File: src/rtl/pla_slice_id_gen_pkg.sv
// pla_slice_id_gen_pkg
// Shared types and constants for the PLA slice/ID generator:
//   - FSM state encoding (IDLE / SLICE / GAP)
//   - slice header magic 16'h55D5
//   - ID width (15) and statistics counter width (16)
//   - eff_len(): maps a programmed slice length of 0 onto 1
package pla_slice_id_gen_pkg;

    typedef enum logic [1:0] {
        ST_IDLE  = 2'd0,
        ST_SLICE = 2'd1,
        ST_GAP   = 2'd2
    } state_t;

    localparam logic [15:0] HDR_MAGIC = 16'h55D5;
    localparam int          ID_W      = 15;
    localparam int          CNT_W     = 16;
    localparam int          DATA_W    = 32;
    localparam int          LEN_W     = 8;
    localparam int          GAP_W     = 4;

    // A length of zero would never terminate a slice, so it behaves as 1.
    function automatic logic [LEN_W-1:0] eff_len(input logic [LEN_W-1:0] len);
        return (len == '0) ? LEN_W'(1) : len;
    endfunction

endpackage

File: src/rtl/pla_sat_cnt16.sv
// pla_sat_cnt16
// Saturating up-counter with synchronous clear; clear has priority over
// increment, and the count sticks at all-ones.
// Ports:
//   clk  - clock
//   rst  - asynchronous active-high reset (count -> 0)
//   clr  - synchronous clear, wins over inc
//   inc  - count up by one
//   cnt  - current count
module pla_sat_cnt16
    import pla_slice_id_gen_pkg::*;
(
    input  logic             clk,
    input  logic             rst,
    input  logic             clr,
    input  logic             inc,
    output logic [CNT_W-1:0] cnt
);

    logic [CNT_W-1:0] cnt_reg;

    always_ff @(posedge clk or posedge rst) begin
        if (rst) begin
            cnt_reg <= '0;
        end else if (clr) begin
            cnt_reg <= '0;
        end else if (inc && (cnt_reg != '1)) begin
            cnt_reg <= cnt_reg + CNT_W'(1);
        end
    end

    assign cnt = cnt_reg;

endmodule

File: src/rtl/pla_slice_id_gen.sv
// pla_slice_id_gen
// Cuts an ingress word stream into slices of I_slice_len words (or shorter
// when I_pla_eop arrives), tags each slice with an incrementing 15-bit ID and
// forces GAP_CYCLES idle cycles between slices so that every slice begins on
// a rising edge of O_pla_slice_en. All outputs are registered.
//
// Optional feature: define PLA_SLICE_55D5_HDR_EN to prepend one header word
// {16'h55D5, 1'b0, slice_id} to every slice. The header does not consume an
// ingress word and does not count toward the slice length.
//
// Ports:
//   I_pla_312m5_clk      - clock
//   I_pla_rst            - asynchronous active-high reset
//   I_pla_data/_vld/eop  - ingress word, valid, last word of packet
//   O_pla_data_rdy       - ingress word accepted this cycle when vld=1
//   I_slice_len          - payload words per slice, sampled at slice start
//   I_id_clear           - next slice starts again at ID_INIT
//   I_cnt_clear          - zero the slice statistics counter
//   O_pla_slice_id       - ID of the slice currently on the output
//   O_pla_slice_payload  - slice word
//   O_pla_slice_en       - slice word valid
//   O_slice_cnt          - slices emitted, saturating
module pla_slice_id_gen
    import pla_slice_id_gen_pkg::*;
#(
    parameter int              GAP_CYCLES = 1,
    parameter logic [ID_W-1:0] ID_INIT    = 15'h0000
) (
    input  logic              I_pla_312m5_clk,
    input  logic              I_pla_rst,
    input  logic [DATA_W-1:0] I_pla_data,
    input  logic              I_pla_data_vld,
    input  logic              I_pla_eop,
    output logic              O_pla_data_rdy,
    input  logic [LEN_W-1:0]  I_slice_len,
    input  logic              I_id_clear,
    input  logic              I_cnt_clear,
    output logic [ID_W-1:0]   O_pla_slice_id,
    output logic [DATA_W-1:0] O_pla_slice_payload,
    output logic              O_pla_slice_en,
    output logic [CNT_W-1:0]  O_slice_cnt
);

    localparam logic [GAP_W-1:0] GAP_LAST = GAP_W'(GAP_CYCLES - 1);

    state_t             state_reg, state_next;
    logic               rdy_reg, rdy_next;
    logic               hdr_reg, hdr_next;    // header word is on the output
    logic               en_reg, en_next;
    logic [DATA_W-1:0]  payload_reg, payload_next;
    logic [ID_W-1:0]    id_reg;
    logic [ID_W-1:0]    next_id_reg;          // ID the next slice will carry
    logic [LEN_W-1:0]   len_reg;              // effective length of this slice
    logic [LEN_W-1:0]   xfer_cnt_reg;
    logic [GAP_W-1:0]   gap_cnt_reg;
`ifdef PLA_SLICE_55D5_HDR_EN
    // First payload word is parked here while the header goes out.
    logic [DATA_W-1:0]  hold_reg, hold_next;
`endif

    logic               xfer;
    logic               slice_start;
    logic               slice_end;
    logic               gap_done;
    logic [ID_W-1:0]    id_use;
    logic [LEN_W-1:0]   xfer_cnt_inc;

    assign xfer         = I_pla_data_vld & rdy_reg;
    assign slice_start  = xfer & (state_reg == ST_IDLE);
    assign xfer_cnt_inc = xfer_cnt_reg + LEN_W'(1);
    // A clear coinciding with a slice start applies to that slice.
    assign id_use       = I_id_clear ? ID_INIT : next_id_reg;

    // Length end and eop share one term, so their coincidence ends the
    // slice exactly once.
    assign slice_end = xfer & (I_pla_eop |
                               (slice_start ? (eff_len(I_slice_len) == LEN_W'(1))
                                            : (xfer_cnt_inc == len_reg)));

    // The gap count is held while a late header's parked word drains.
    assign gap_done  = (state_reg == ST_GAP) & ~hdr_reg & (gap_cnt_reg == GAP_LAST);

    always_comb begin
        state_next = state_reg;
        case (state_reg)
            ST_IDLE:  if (slice_start) state_next = slice_end ? ST_GAP : ST_SLICE;
            ST_SLICE: if (slice_end)   state_next = ST_GAP;
            ST_GAP:   if (gap_done)    state_next = ST_IDLE;
            default:  state_next = ST_IDLE;
        endcase
    end

    always_comb begin
        en_next      = xfer;
        payload_next = xfer ? I_pla_data : payload_reg;
`ifdef PLA_SLICE_55D5_HDR_EN
        hdr_next     = slice_start;
        hold_next    = hold_reg;
        if (slice_start) begin
            payload_next = {HDR_MAGIC, 1'b0, id_use};
            hold_next    = I_pla_data;
        end else if (hdr_reg) begin
            en_next      = 1'b1;
            payload_next = hold_reg;
        end
`else
        hdr_next     = 1'b0;
`endif
        rdy_next = ~hdr_next & (state_next != ST_GAP);
    end

    always_ff @(posedge I_pla_312m5_clk or posedge I_pla_rst) begin
        if (I_pla_rst) begin
            state_reg    <= ST_IDLE;
            rdy_reg      <= 1'b0;
            hdr_reg      <= 1'b0;
            en_reg       <= 1'b0;
            payload_reg  <= '0;
            id_reg       <= '0;
            next_id_reg  <= ID_INIT;
            len_reg      <= '0;
            xfer_cnt_reg <= '0;
            gap_cnt_reg  <= '0;
`ifdef PLA_SLICE_55D5_HDR_EN
            hold_reg     <= '0;
`endif
        end else begin
            state_reg    <= state_next;
            rdy_reg      <= rdy_next;
            hdr_reg      <= hdr_next;
            en_reg       <= en_next;
            payload_reg  <= payload_next;
`ifdef PLA_SLICE_55D5_HDR_EN
            hold_reg     <= hold_next;
`endif
            if (slice_start) begin
                len_reg      <= eff_len(I_slice_len);
                xfer_cnt_reg <= LEN_W'(1);
                id_reg       <= id_use;
                next_id_reg  <= id_use + ID_W'(1);
            end else begin
                if (xfer) begin
                    xfer_cnt_reg <= xfer_cnt_inc;
                end
                if (I_id_clear) begin
                    next_id_reg <= ID_INIT;
                end
            end
            if (state_reg != ST_GAP) begin
                gap_cnt_reg <= '0;
            end else if (!hdr_reg) begin
                gap_cnt_reg <= gap_cnt_reg + GAP_W'(1);
            end
        end
    end

    pla_sat_cnt16 u_slice_cnt (
        .clk (I_pla_312m5_clk),
        .rst (I_pla_rst),
        .clr (I_cnt_clear),
        .inc (slice_start),
        .cnt (O_slice_cnt)
    );

    assign O_pla_data_rdy      = rdy_reg;
    assign O_pla_slice_en      = en_reg;
    assign O_pla_slice_payload = payload_reg;
    assign O_pla_slice_id      = id_reg;

endmodule

File: config.mk
export PLATFORM = sky130hd
export DESIGN_NAME = pla_slice_id_gen
export DESIGN_NICKNAME = d
export VERILOG_FILES = /design/src/rtl/pla_slice_id_gen_pkg.sv /design/src/rtl/pla_sat_cnt16.sv /design/src/rtl/pla_slice_id_gen.sv
export SDC_FILE = /design/constraint.sdc
export NUM_CORES = 1
export LEC_CHECK = 0
export ABC_CLOCK_PERIOD_IN_PS = 3300
export CORE_ASPECT_RATIO = 0.8
export CORE_MARGIN = 3
export CORE_UTILIZATION = 35
export DETAILED_ROUTE_END_ITERATION = 10
export GPL_TIMING_DRIVEN = 0
export SYNTH_ARGS = -nofsm -noshare
export SYNTH_HDL_FRONTEND = slang
export SYNTH_SLANG_ARGS = --single-unit
File: constraint.sdc
create_clock -name I_pla_312m5_clk -period 3.3 [get_ports I_pla_312m5_clk]
set_input_delay 0.66 -clock I_pla_312m5_clk [delete_from_list [all_inputs] [get_ports I_pla_312m5_clk]]
set_output_delay 0.66 -clock I_pla_312m5_clk [all_outputs]
set_load 0.005 [all_outputs]
Word-level counts from Yosys, hierarchy flattened

Cells that the tools add are included.

Output and inout bits: 65
Logic and storage cells: 46
Register bits: 102
Input bits: 46

Add/subtract/negate cells: 4
Bitwise operators: 5
Multiplexer cells: 14
Reductions and logical operators: 6
Equal/unequal tests: 7

Operators with widths:

| operator                                       | number |
|---|---|
| two-way mux 16 bit                             | 2 |
| two-way mux 15 bit                             | 2 |
| two-way mux 8 bit                              | 3 |
| adder 16 x 1 -> 16 bit (second input constant) | 1 |
| != test 16 bit (second input constant)         | 1 |
| adder 15 x 1 -> 15 bit (second input constant) | 1 |
| adder 8 x 1 -> 8 bit (second input constant)   | 1 |
| == test 8 x 1 -> 1 bit (second input constant) | 1 |
| == test 8 bit                                  | 1 |
| logical NOT 8 bit                              | 1 |
| two-way mux 2 bit                              | 4 |
| one-hot mux 2 bit (3 select lines)             | 1 |
| adder 4 x 1 -> 4 bit (second input constant)   | 1 |
| AND 1 bit                                      | 4 |
| logical NOT 4 bit                              | 1 |
| two-way mux 4 bit                              | 1 |
| != test 2 bit (second input constant)          | 2 |
| nonzero test 2 bit                             | 2 |
| == test 2 x 1 -> 1 bit (second input constant) | 1 |
| == test 2 bit (second input constant)          | 1 |
| logical NOT 2 bit                              | 1 |
| logical AND 1 bit                              | 1 |
| two-way mux 1 bit                              | 1 |
| OR 1 bit                                       | 1 |

Longest topological paths before layout

Word-level depth: 10
Mapped depth: 8

Modules after synthesis

Synthesis repeated with hierarchy kept, for this count alone.

Cells, all modules: 454
Area, all modules: 4760.8 µm²

By module, submodules not included:

| module           | cells an instance | times used | area each (µm²) |
|---|---|---|---|
| pla_slice_id_gen | 353               | 1          | 3828.7 |
| pla_sat_cnt16    | 101               | 1          | 932.1 |

Worst setup path after synthesis

No wires, ideal clock.

Kind: input -> register
Start point: in I_id_clear
End point: reg next_id_reg[14]
Setup time: 0.132 ns
Path buffers: 0
Cell stages on the path: 7
Setup slack: 1.251 ns
Arrival: 1.917 ns
Cells stage by stage: nor2b_1 > ha_1 > and2_1 > and4_1 > or3b_1 > xor2_1 > nor2_1

Cells in the longest elaborated chain, start to end: 3

Ends and longest elaborated chain:

| item                   | RTL line                | source |
|---|---|---|
| start, declared        | pla_slice_id_gen.sv:36  | `input logic I_id_clear,` |
| two-way mux 15 bit *   | -                       |  |
| adder 15 x 1 -> 15 bit | pla_slice_id_gen.sv:140 | `next_id_reg <= id_use + ID_W'(1);` |
| two-way mux 15 bit *   | pla_slice_id_gen.sv:136 | `if (slice_start) begin` |
| end signal, assigned   | pla_slice_id_gen.sv:140 |  |
| end, declared          | pla_slice_id_gen.sv:52  | `logic [ID_W-1:0] next_id_reg;` |

Mark *: on every way between the ends. The rest lies on a longest branch, timed or not.
A chain may end at the register's enable or synchronous reset.

Final worst setup path

Start point: in I_id_clear
End point: reg next_id_reg[14]

Cells in the longest elaborated chain, start to end: 3

Ends and longest elaborated chain:

| item                   | RTL line                | source |
|---|---|---|
| two-way mux 15 bit     | -                       |  |
| named net id_use[0]    | pla_slice_id_gen.sv:65  | `logic [ID_W-1:0] id_use;` |
| adder 15 x 1 -> 15 bit | pla_slice_id_gen.sv:140 |  |
| two-way mux 15 bit     | pla_slice_id_gen.sv:136 |  |

The timed path passes the listed nets, and every way through them passes these cells.

==> impl_metrics.yaml <==
status:
  status: "completed"
critical_path:
  arrival_ns: 2.80
  crit_family: "simple AND/OR/NAND/NOR gates"
  slowest_delay_ns: 0.54
  cp_slowest_cell: "clkdlybuf4s50_1"
  worstSetupStartpointType: "primary input"
  path_max_fanout: 8
  cp_num_buf_inv: 1
  crit_path_end_kind: "register"
  path_cells: "clkdlybuf4s50_1 -> nor2b_1 -> ha_1 -> and2_1 -> and4_1 -> or3b_1 -> xor2_1 -> nor2_1"
  required_ns: 3.51
  crit_type: "in -> reg"
synthesis:
  synthesis.nets: 488
  avgSynthCellArea_sq_um: 10.66
  ys_top_cells_by_area: "dfrtp_1 55%, mux2_2 7.7%, nand2_1 5.4%"
  yosys-top-cells-count: "102 x dfrtp_1, 67 x nand2_1, 34 x nor2_1"
  synth.area.mux_share: 0.08190
  async_flop_share: 1.000
  synth_area_sq_um: 4659
  synth_cells: 437
  synth_top_family_by_area: "simple AND/OR/NAND/NOR gates"
  synth_compound_area_frac: 0.06713
  seq_area_frac_synth: 0.5478
  synth_warnings: 0
  yosysUniqueCellTypes: 44
  synthXorXnorAreaFrac: 0.06767
  yosysMostFrequentCell: "dfrtp_1"
  synth-seq-cells: 102
  synth_ff_type: "dfrtp_1"
  synthAdderAreaFrac: 0.01343
  synth-simple-area-share: 0.1950
  synth_largest_area_cell: "dfrtp_1"
  synthDominantCellAreaShare: 0.5478
  synth_edf_count: 0
global_route:
  first_global_vias: 3517
  gr-total-overflow: 0
  grt_pass1_wl_um: 18050
  grt_antenna_before_repair: 0
  grt_max_degree: 42
  track_usage: 0.1541
cts:
  cts_buffer_depth: 2
  cts_root_buf: "clkbuf_16"
  cts_made_buffers: 9
  cts_tree: "yes"
  cts-resized-gates: 0
  post_cts_buffers: 0
  clkLatencyLatePin_ns: 0.34
  cts_num_sinks: 102
  h-tree-depth: 3
  ctsHoldBuffers: 0
  cts.clk_slew.worst_paths_ns: 0.07
detailed_routing:
  wl_um: 11260
  ant_nets: 0
  drt-initial-drc-count: 195
  wl_per_cell_um: 15.26
  drc: 0
  via_per_inst: 4.795
  dr.pass1.iters: 4
  vias: 3539
timing:
  min_period_ns: 2.583
  fin_crit_sh: 0.7827
  rsz0062_at_grt: "no"
  final-hold-violation-count: 0
  setup_viol: 0
  maxSlewViolCount: 0
  slew-limit-headroom: 0.5283
  setup-tns-final_ns: 0
  setup_slack_ns: 0.7171
  skew_ns: 0.007551
  fmax_ghz: 0.3872
  worst_slew_pin_slew_ns: 0.7061
die:
  start_util: 0.3607
  ios: 111
  die_h_um: 109.2
  num_rows: 37
  die_w_um: 135
  core-area_sq_um: 12920
  die-area_sq_um: 14740
cells_and_area:
  layout.nets: 610
  antenna_cells: 0
  area.growth.synth_to_final_pct: 35.74
  drive_gt1_frac: 0.1119
  final_cell_count_no_fill: 738
  largest_register_ff_count: 32
worst_hold_path:
  hold_path_class: "reg -> reg"
placement:
  dp_cells: 723
  dp_worst_setup_slack_ns: 0.3931
  port_buffers: 109
  hpwl_um: 8429
  gp_congestion: 0.8513
pwr:
  power_leakage_uw: 0.002689
  power_uw: 3573
  ir_worst_vdd_mv: 0.2919
  power_density_nw_per_um2: 564.8
run:
  max_cap_violations: 0
[cell families (layout without fill, tap and decap cells)]
family          Yosys count  after routing
compound gates           47             47
simple gates            183            183
buf+inv                  30            156
xor+xnor                 36             36
mux                      34             34
flops                   102            102
fa+ha+maj                 5              5
[where the power goes]
| part | internal [uW] | switching [uW] |
|---|---|---|
| sequential | 1440 | 158 |
| combinational | 470 | 391 |
| clock | 661 | 458 |
| total | 2570 | 1010 |
[routing by layer]
layer	track usage	wire (um)
met1	0.2261	5778
met3	0.04520	785
met4	0.03309	85
met5	0	0
met2	0.2266	4615
[per-stage QoR]
step	area, sq um	util	hold WS (ns)
after floorplan	4663	-	0.4546
after global placement	5973	0.4625	0.4571
after detailed placement	6013	0.4656	0.4600
after CTS	6325	0.4897	0.4787
after global routing	6325	0.4897	0.4999
final	6325	0.4897	0.4721
[tightest hold or removal path, cell delays in order (launching register included)]
cell,delay [ns]
dfrtp_1,0.34
nand2_1,0.05
nand2_1,0.05
[cell type report]
type	instances	area, sq um
buffer	18	81.33
clock buffer	9	225.2
clock inverter	6	86.33
fill	1169	6591
inverter	12	48.80
multi-input combinational	305	1981
sequential	102	2552
tap	175	219.0
timing repair buffer	111	1131
[worst paths after layout]
kind,startpoint,end,slack (ns),cells past startpoint
worst min register to register,O_pla_slice_id[3]$_DFFE_PP0P_,O_pla_slice_id[3]$_DFFE_PP0P_,0.47,2
max in group asynchronous,I_pla_rst,O_pla_slice_id[9]$_DFFE_PP0P_,1.65,4
worst max-delay path,I_id_clear,next_id_reg[14]$_DFF_PP0_,0.72,8
worst min-delay path,O_pla_slice_id[3]$_DFFE_PP0P_,O_pla_slice_id[3]$_DFFE_PP0P_,0.47,2
worst max register to register,next_id_reg[0]$_DFF_PP0_,next_id_reg[14]$_DFF_PP0_,1.24,7
min in group asynchronous,I_pla_rst,O_pla_slice_payload[24]$_DFFE_PP0P_,0.78,2
[cells in the final DEF, fill, tap and decap left out, drive strengths merged, types with 3 or more instances in the layout]
cell type / count
and2: 4
nand2: 67
clkbuf: 15
inv: 12
o31ai: 5
xor2: 12
xnor2: 24
nor3: 10
a21oi: 13
dfrtp: 102
nand3b: 9
or3: 5
mux2: 33
nand2b: 8
and3: 8
and4b: 3
nor2b: 4
nor2: 34
ha: 5
nand3: 13
buf: 14
nand4: 11
o21ai: 16
a31o: 3
clkdlybuf4s50: 109
Note: power is estimated with default switching activity, not from simulation.
